$ cat src/rtl/lcd12864_pkg.sv
// Shared types and constants for the ST7920-style 12864 LCD bus responder:
// FSM states, the captured bus word, basic-instruction opcodes and row bases.
package lcd12864_pkg;

    typedef enum logic [1:0] {
        ST_IDLE,
        ST_EXEC,
        ST_CLEAR,
        ST_BUSY
    } state_t;

    // One sample of the parallel bus, carried through the synchronizer as a unit.
    typedef struct packed {
        logic       en;
        logic       rs;
        logic       rw;
        logic [7:0] dat;
    } bus_t;

    // Decoded basic instruction.
    typedef enum logic [3:0] {
        OP_NOP,
        OP_CLEAR,
        OP_HOME,
        OP_ENTRY,
        OP_DISPCTL,
        OP_SHIFT,
        OP_FUNCSET,
        OP_CGRAM,
        OP_DDRAM
    } op_t;

    // An opcode matches when (dat & *_MASK) == value.
    localparam logic [7:0] CMD_DDRAM_MASK   = 8'h80;
    localparam logic [7:0] CMD_DDRAM        = 8'h80;
    localparam logic [7:0] CMD_CGRAM_MASK   = 8'hC0;
    localparam logic [7:0] CMD_CGRAM        = 8'h40;
    localparam logic [7:0] CMD_FUNCSET_MASK = 8'hE0;
    localparam logic [7:0] CMD_FUNCSET      = 8'h20;
    localparam logic [7:0] CMD_SHIFT_MASK   = 8'hF0;
    localparam logic [7:0] CMD_SHIFT        = 8'h10;
    localparam logic [7:0] CMD_DISPCTL_MASK = 8'hF8;
    localparam logic [7:0] CMD_DISPCTL      = 8'h08;
    localparam logic [7:0] CMD_ENTRY_MASK   = 8'hFC;
    localparam logic [7:0] CMD_ENTRY        = 8'h04;
    localparam logic [7:0] CMD_HOME_MASK    = 8'hFE;
    localparam logic [7:0] CMD_HOME         = 8'h02;
    localparam logic [7:0] CMD_CLEAR_MASK   = 8'hFF;
    localparam logic [7:0] CMD_CLEAR        = 8'h01;

    // DDRAM set-address values for the start of each display row.
    localparam logic [7:0] LINE0 = 8'h80;
    localparam logic [7:0] LINE1 = 8'h90;
    localparam logic [7:0] LINE2 = 8'h88;
    localparam logic [7:0] LINE3 = 8'h98;

    // Byte written to every DDRAM location by the clear instruction (ASCII space).
    localparam logic [7:0] CLEAR_FILL = 8'h20;

    // First match from the MSB wins, mirroring the controller's priority decode.
    function automatic op_t decode(input logic [7:0] dat);
        if ((dat & CMD_DDRAM_MASK) == CMD_DDRAM)     return OP_DDRAM;
        if ((dat & CMD_CGRAM_MASK) == CMD_CGRAM)     return OP_CGRAM;
        if ((dat & CMD_FUNCSET_MASK) == CMD_FUNCSET) return OP_FUNCSET;
        if ((dat & CMD_SHIFT_MASK) == CMD_SHIFT)     return OP_SHIFT;
        if ((dat & CMD_DISPCTL_MASK) == CMD_DISPCTL) return OP_DISPCTL;
        if ((dat & CMD_ENTRY_MASK) == CMD_ENTRY)     return OP_ENTRY;
        if ((dat & CMD_HOME_MASK) == CMD_HOME)       return OP_HOME;
        if ((dat & CMD_CLEAR_MASK) == CMD_CLEAR)     return OP_CLEAR;
        return OP_NOP;
    endfunction

endpackage

$ cat src/rtl/lcd12864_ddram.sv
// 64x8 DDRAM image: one synchronous write port for the bus side and one
// registered read port for the renderer. A same-cycle read of the address
// being written returns the old contents.
module lcd12864_ddram (
    input  logic       clk,
    input  logic       we,
    input  logic [5:0] waddr,
    input  logic [7:0] wdata,
    input  logic [5:0] raddr,
    output logic [7:0] rdata
);

    logic [7:0] mem [64];

    // Write and registered read share one edge; the read sees the pre-write value.
    // NOTE: the array has no reset on purpose -- clearing RAM is an instruction,
    // not a reset side effect, and a reset branch would stop RAM inference.
    always_ff @(posedge clk) begin
        if (we) begin
            mem[waddr] <= wdata;
        end
        rdata <= mem[raddr];
    end

endmodule

$ cat src/rtl/lcd12864_bus_responder.sv
// Device side of the ST7920-style 8-bit LCD bus: synchronizes the strobe,
// decodes basic instructions, owns the DDRAM image and display-control bits.
// Optional macro READBACK_EN enables status/data reads on lcd_dat_out.
module lcd12864_bus_responder
    import lcd12864_pkg::*;
#(
    parameter int BUSY_CYCLES = 8,
    parameter int SYNC_STAGES = 2
) (
    input  logic       clk,
    input  logic       rst_n,
    input  logic       lcd_en,
    input  logic       lcd_rs,
    input  logic       lcd_rw,
    input  logic [7:0] lcd_dat_in,
    output logic [7:0] lcd_dat_out,
    output logic       lcd_dat_oe,
    output logic       disp_on,
    output logic       cursor_on,
    output logic       blink_on,
    output logic       ext_mode,
    output logic       busy,
    output logic       cmd_drop,
    input  logic [5:0] rd_addr,
    output logic [7:0] rd_data
);

    localparam int BW = (BUSY_CYCLES > 1) ? $clog2(BUSY_CYCLES) : 1;

    bus_t [SYNC_STAGES-1:0] sync_q;
    bus_t                   bus_s;
    logic                   en_d;
    logic                   fall;

    state_t        state, state_d;
    op_t           op;
    logic          cap_rs;
    logic [7:0]    cap_dat;
    logic [4:0]    ac;
    logic          byte_sel;
    logic          inc;
    logic [5:0]    clr_cnt;
    logic [BW-1:0] bcnt;

    logic          accept, drop;
    logic          ram_we;
    logic [5:0]    ram_addr;
    logic [7:0]    ram_wdata;

    assign bus_s = sync_q[SYNC_STAGES-1];
    assign fall  = en_d & ~bus_s.en;
    assign op    = decode(cap_dat);
    assign busy  = (state != ST_IDLE);

    // Bus synchronizer chain; every bus signal sees the same depth so rs/rw/dat
    // line up with the synced strobe edge.
    // NOTE: sequential blocks use non-blocking (<=) so every flop samples the
    // pre-edge value of its neighbour; blocking here would collapse the chain.
    always_ff @(posedge clk) begin
        if (!rst_n) begin
            sync_q <= '0;
            en_d   <= 1'b0;
        end else begin
            sync_q <= {sync_q[SYNC_STAGES-2:0], {lcd_en, lcd_rs, lcd_rw, lcd_dat_in}};
            en_d   <= bus_s.en;
        end
    end

    // FSM state register.
    always_ff @(posedge clk) begin
        if (!rst_n) begin
            state <= ST_IDLE;
        end else begin
            state <= state_d;
        end
    end

    // Next state, strobe acceptance and RAM write-port steering.
    // NOTE: every output gets a default first so no path leaves it unassigned
    // and no latch is inferred.
    always_comb begin
        state_d   = state;
        accept    = 1'b0;
        drop      = 1'b0;
        ram_we    = 1'b0;
        ram_addr  = {ac, byte_sel};
        ram_wdata = cap_dat;
        unique case (state)
            ST_IDLE: begin
                if (fall) begin
                    if (bus_s.rw) begin
`ifdef READBACK_EN
                        drop = 1'b0;  // reads are served live while en is high
`else
                        drop = 1'b1;
`endif
                    end else if (ext_mode && !bus_s.rs && decode(bus_s.dat) != OP_FUNCSET) begin
                        drop = 1'b1;
                    end else begin
                        accept  = 1'b1;
                        state_d = ST_EXEC;
                    end
                end
            end
            ST_EXEC: begin
                ram_we = cap_rs;
                if (!cap_rs && op == OP_CLEAR) begin
                    state_d = ST_CLEAR;
                end else begin
                    state_d = (BUSY_CYCLES > 0) ? ST_BUSY : ST_IDLE;
                end
            end
            ST_CLEAR: begin
                ram_we    = 1'b1;
                ram_addr  = clr_cnt;
                ram_wdata = CLEAR_FILL;
                if (clr_cnt == 6'd63) begin
                    state_d = (BUSY_CYCLES > 0) ? ST_BUSY : ST_IDLE;
                end
            end
            ST_BUSY: begin
                if (bcnt == '0) begin
                    state_d = ST_IDLE;
                end
            end
        endcase
        if (fall && state != ST_IDLE) begin
            drop = 1'b1;
        end
    end

    // Address counter, display-control bits and the clear/busy counters.
    always_ff @(posedge clk) begin
        if (!rst_n) begin
            cap_rs    <= 1'b0;
            cap_dat   <= 8'h00;
            ac        <= 5'd0;
            byte_sel  <= 1'b0;
            inc       <= 1'b1;
            disp_on   <= 1'b0;
            cursor_on <= 1'b0;
            blink_on  <= 1'b0;
            ext_mode  <= 1'b0;
            clr_cnt   <= 6'd0;
            bcnt      <= '0;
            cmd_drop  <= 1'b0;
        end else begin
            cmd_drop <= drop;
            if (accept) begin
                cap_rs  <= bus_s.rs;
                cap_dat <= bus_s.dat;
            end
            if (state == ST_EXEC) begin
                clr_cnt <= 6'd0;
                bcnt    <= BW'(BUSY_CYCLES - 1);
                if (cap_rs) begin
                    byte_sel <= ~byte_sel;
                    if (inc && byte_sel) begin
                        ac <= ac + 5'd1;
                    end else if (!inc && !byte_sel) begin
                        ac <= ac - 5'd1;
                    end
                end else begin
                    case (op)
                        OP_DDRAM: begin
                            ac       <= cap_dat[4:0];
                            byte_sel <= 1'b0;
                        end
                        OP_FUNCSET: ext_mode <= cap_dat[2];
                        OP_DISPCTL: {disp_on, cursor_on, blink_on} <= cap_dat[2:0];
                        OP_ENTRY:   inc <= cap_dat[1];
                        OP_HOME: begin
                            ac       <= 5'd0;
                            byte_sel <= 1'b0;
                        end
                        default: ;
                    endcase
                end
            end
            if (state == ST_CLEAR) begin
                clr_cnt <= clr_cnt + 6'd1;
                if (clr_cnt == 6'd63) begin
                    ac       <= 5'd0;
                    byte_sel <= 1'b0;
                    inc      <= 1'b1;
                end
            end
            if (state == ST_BUSY) begin
                bcnt <= bcnt - BW'(1);
            end
        end
    end

`ifdef READBACK_EN
    assign lcd_dat_oe  = bus_s.en & bus_s.rw;
    assign lcd_dat_out = (lcd_dat_oe && !bus_s.rs) ? {busy, 1'b0, ac, byte_sel} : 8'h00;
`else
    assign lcd_dat_oe  = 1'b0;
    assign lcd_dat_out = 8'h00;
`endif

    // A write landing in the reset cycle is suppressed so an aborted clear
    // leaves the untouched bytes intact.
    lcd12864_ddram u_ddram (
        .clk   (clk),
        .we    (ram_we && rst_n),
        .waddr (ram_addr),
        .wdata (ram_wdata),
        .raddr (rd_addr),
        .rdata (rd_data)
    );

endmodule

$ cat config.mk
export PLATFORM = sky130hd
export DESIGN_NAME = lcd12864_bus_responder
export DESIGN_NICKNAME = d
export VERILOG_FILES = /design/src/rtl/lcd12864_pkg.sv /design/src/rtl/lcd12864_ddram.sv /design/src/rtl/lcd12864_bus_responder.sv
export SDC_FILE = /design/constraint.sdc
export NUM_CORES = 1
export LEC_CHECK = 0
export ABC_CLOCK_PERIOD_IN_PS = 3600
export CORE_MARGIN = 2
export CORE_UTILIZATION = 44
export CTS_CLUSTER_SIZE = 30
export DETAILED_ROUTE_END_ITERATION = 8
export GPL_ROUTABILITY_DRIVEN = 0
export GPL_TIMING_DRIVEN = 0
export PLACE_DENSITY_LB_ADDON = 0.1
export SLEW_MARGIN = 20
export SYNTH_ARGS = -nofsm -noshare
export SYNTH_HDL_FRONTEND = slang
export SYNTH_SLANG_ARGS = --single-unit
$ cat constraint.sdc
create_clock -name clk -period 3.6 [get_ports clk]
set_clock_uncertainty 0.2 [all_clocks]
set_input_delay 0.54 -clock clk [delete_from_list [all_inputs] [get_ports clk]]
set_output_delay 0.54 -clock clk [all_outputs]
set_load 0.02 [all_outputs]
==> results of run 1 <==
==> logic make-up after synthesis <==
family	share of synthesized area
simple gates	0.0481
other cells	0.000165
fa+ha+maj	0.00496
flops	0.732
buf+inv	0.0216
compound gates	0.0349
mux	0.156
xor+xnor	0.00259
==> routing by layer <==
layer,up-vias,share of wire,GRT usage
met4,0,0.022,0.0631
met1,6084,0.46,0.306
met3,74,0.042,0.0261
met5,-,0,0
met2,311,0.48,0.333
li1,5103,-,-
==> stage by stage <==
| step | util | instance area [µm²] |
|---|---|---|
| 6_report | 0.514 | 26300 |
| 3_5_place_dp | 0.472 | 24200 |
| 4_1_cts | 0.510 | 26100 |
| 3_3_place_gp | 0.467 | 23900 |
| 2_1_floorplan | - | 22800 |
| 5_1_grt | 0.514 | 26300 |
==> worst max-delay path: cells and delay by family, from the launching register on <==
family / cells / cell delay [ns]
buffers and inverters: 2 / 0.50
DFF: 1 / 0.35
muxes: 1 / 0.70
and+or+nand+nor: 2 / 1.41
adders and majority gates: 1 / 0.18
==> sequential cells by signal, indices dropped and copies added (netlist names) <==
name	cells
ac	5
bcnt	3
blink_on	1
bus_s	11
byte_sel	1
cap_dat	8
cap_rs	1
clr_cnt	6
cmd_drop	1
cursor_on	1
disp_on	1
en_d	1
ext_mode	1
inc	1
state	2
sync_q	11
u_ddram.mem	512
u_ddram.rdata	8
==> cells in the mapped netlist (8+ instances only) <==
cell type	number	area [µm²]
and2_1	25	156
dfxtp_1	63	1260
buf_4	25	188
ha_1	9	113
nand2_1	46	173
inv_1	18	67.6
buf_2	11	55.1
a221oi_1	8	70.1
a21oi_1	24	120
o21ai_0	14	70.1
edfxtp_1	512	15400
mux2i_1	60	601
a22oi_1	8	60.1
o22ai_1	13	81.3
nand3_1	16	80.1
nor2_1	91	342
mux4_2	128	2880
clkbuf_1	24	90.1
o31ai_1	12	90.1
nor2b_1	25	156
o21ai_1	12	60.1
==> final cells by class <==
type / count / area [µm²] / area share
Inverter: 18 / 67.6 / 0.00257
Clock inverter: 34 / 250 / 0.00952
Timing Repair Buffer: 41 / 536 / 0.0204
Sequential cell: 575 / 16600 / 0.633
Clock buffer: 78 / 1630 / 0.0620
Buffer: 70 / 423 / 0.0161
Tap cell: 680 / 851 / 0.0324
Multi-Input combinational cell: 564 / 5900 / 0.225
==> how the worst max path moves through the flow <==
| stage | startpoint | end | slack, ns | cells after the start |
|---|---|---|---|---|
| floorplan | state[0] | u_ddram.mem[0][7] | 0.19 | 5 |
| global placement | state[0] | u_ddram.mem[28][3] | -2.52 | 5 |
| detailed placement | rd_addr[2] | u_ddram.rdata[6] | -0.23 | 8 |
| CTS | state[0] | u_ddram.mem[60][3] | -0.16 | 6 |
| global route | state[0] | u_ddram.mem[10][7] | -0.25 | 6 |
| finish | state[0] | u_ddram.mem[10][7] | -0.11 | 6 |
==> where the power goes <==
part / total (mW) / leakage, nW / switching, mW / internal (mW)
clock network: 5.93 / 0.918 / 2.54 / 3.39
registers: 7.31 / 5.26 / 0.0499 / 7.26
logic: 0.997 / 2.33 / 0.610 / 0.387
==> what timing repair did <==
item | in CTS | in global routing
pin swaps | 0 | 1
resized for setup | 14 | 60
endpoints found under the setup margin | 117 | 460
buffers inserted | 0 | 2
==> flow_metrics.tcl, run 1 <==
set metrics [dict create \
    gr-total-overflow 0 \
    p_total_mw 14.2 \
    drt_iter0_drc 1054 \
    leakagePower_nw 8.51 \
    cts_tree "yes" \
    drc_errors 0 \
    cts_hold_buf 0 \
    dp_cells 1946 \
    crit_required_ns 3.66 \
    critPathMaxStageDelay_ns 0.81 \
    start_util 0.444 \
    status "finished with violations" \
    cp-end-kind "flip-flop" \
    ir_drop_v 0.000358 \
    synthArstFlopShare 0 \
    clk_path_buf_depth 3 \
    die_x_um 231 \
    num_rows 83 \
    slew_violations 0 \
    grt_antenna_before_repair 0 \
    hold_start "rst_n" \
    setup_viol 40 \
    violations "setup timing" \
    die_area_um2 53500 \
    min_path_type "primary input to flip-flop" \
    n_fill_cell 4161 \
    layout_commonest_cell "edfxtp_1" \
    synth_edf_count 512 \
    r2r_end "u_ddram.mem[10][7]" \
    r2r_slack_ns -0.11 \
    post-route-min-period_ns 3.71 \
    tns_ns -2.42 \
    drive_gt1_frac 0.252 \
    vias 11600 \
    cpMaxStageDelayCell "nor2_1" \
    nets 1358 \
    tightest_slew_ns 1.01 \
    reg2reg_depth 6 \
    min_to "state[0]" \
    coreArea_um2 51200 \
    final_cell_mix "edfxtp_1 (512), mux4_2 (128), dfxtp_1 (63)" \
    crit_fanout 10 \
    path_class "flip-flop to flip-flop" \
    ys_seq_elements 575 \
    grt_usage 0.210 \
    pin_count 42 \
    cts-root-buf "clkbuf_16" \
    clk_latency_ns 0.62 \
    hold_depth 3 \
    grt_pass1_vias 11800 \
    worst_slack_ns -0.107 \
    cts_buffers 60 \
    slew_headroom 0.325 \
    holdWs_ns 0.157 \
    crit_chain "inv_1 -> ha_1 -> clkbuf_1 -> mux2i_1 -> nand3_1 -> nor2_1" \
    stdcell_count 2060 \
    io_buffers 29 \
    antenna_cells 0 \
    dp_slack_ns -0.226 \
    netlist_instances 1219 \
    wl_per_cell_um 26.4 \
    htreeDepth 2 \
    drt_pass1_iterations 7 \
    synth_ff_type "edfxtp_1" \
    drt-total-wl_mm 54.4 \
    ant_nets 0 \
    start_kind "flip-flop" \
    hold_viol 0 \
    die_h_um 231 \
    grt_pass1_wl_mm 80.7 \
    arrival_ns 3.76 \
    hpwl_mm 36.7 \
    synthDistinctLibCells 52 \
    yosys_warnings 0 \
    clk_pin_slew_ns 0.06 \
    area_growth_pct 15.7 \
    fmaxAchievable_mhz 270 \
    p_per_area_nw_per_um2 541 \
    rsz0062_at_grt "yes" \
    fin_crit_sh 1.03 \
    synth_seq_area_share 0.732 \
    reg2reg_from "state[0]" \
    cap_violations 0 \
    avgSynthCellArea_um2 18.6 \
    grt_max_degree 65 \
    cts_sinks 575 \
    viasPerCell 5.62 \
    syn_area_um2 22700 \
]
Note: power is estimated with default switching activity, not from simulation.
==> inputs of run 2 (changes only) <==
--- a/config.mk
+++ b/config.mk
@@ -8,7 +8,7 @@
 export ABC_CLOCK_PERIOD_IN_PS = 3600
 export CORE_MARGIN = 2
 export CORE_UTILIZATION = 44
-export CTS_CLUSTER_SIZE = 30
+export CTS_CLUSTER_SIZE = 24
 export DETAILED_ROUTE_END_ITERATION = 8
 export GPL_ROUTABILITY_DRIVEN = 0
 export GPL_TIMING_DRIVEN = 0
==> results of run 2 <==
Same layout as run 1: the final DEF is identical, and so are final timing and power.
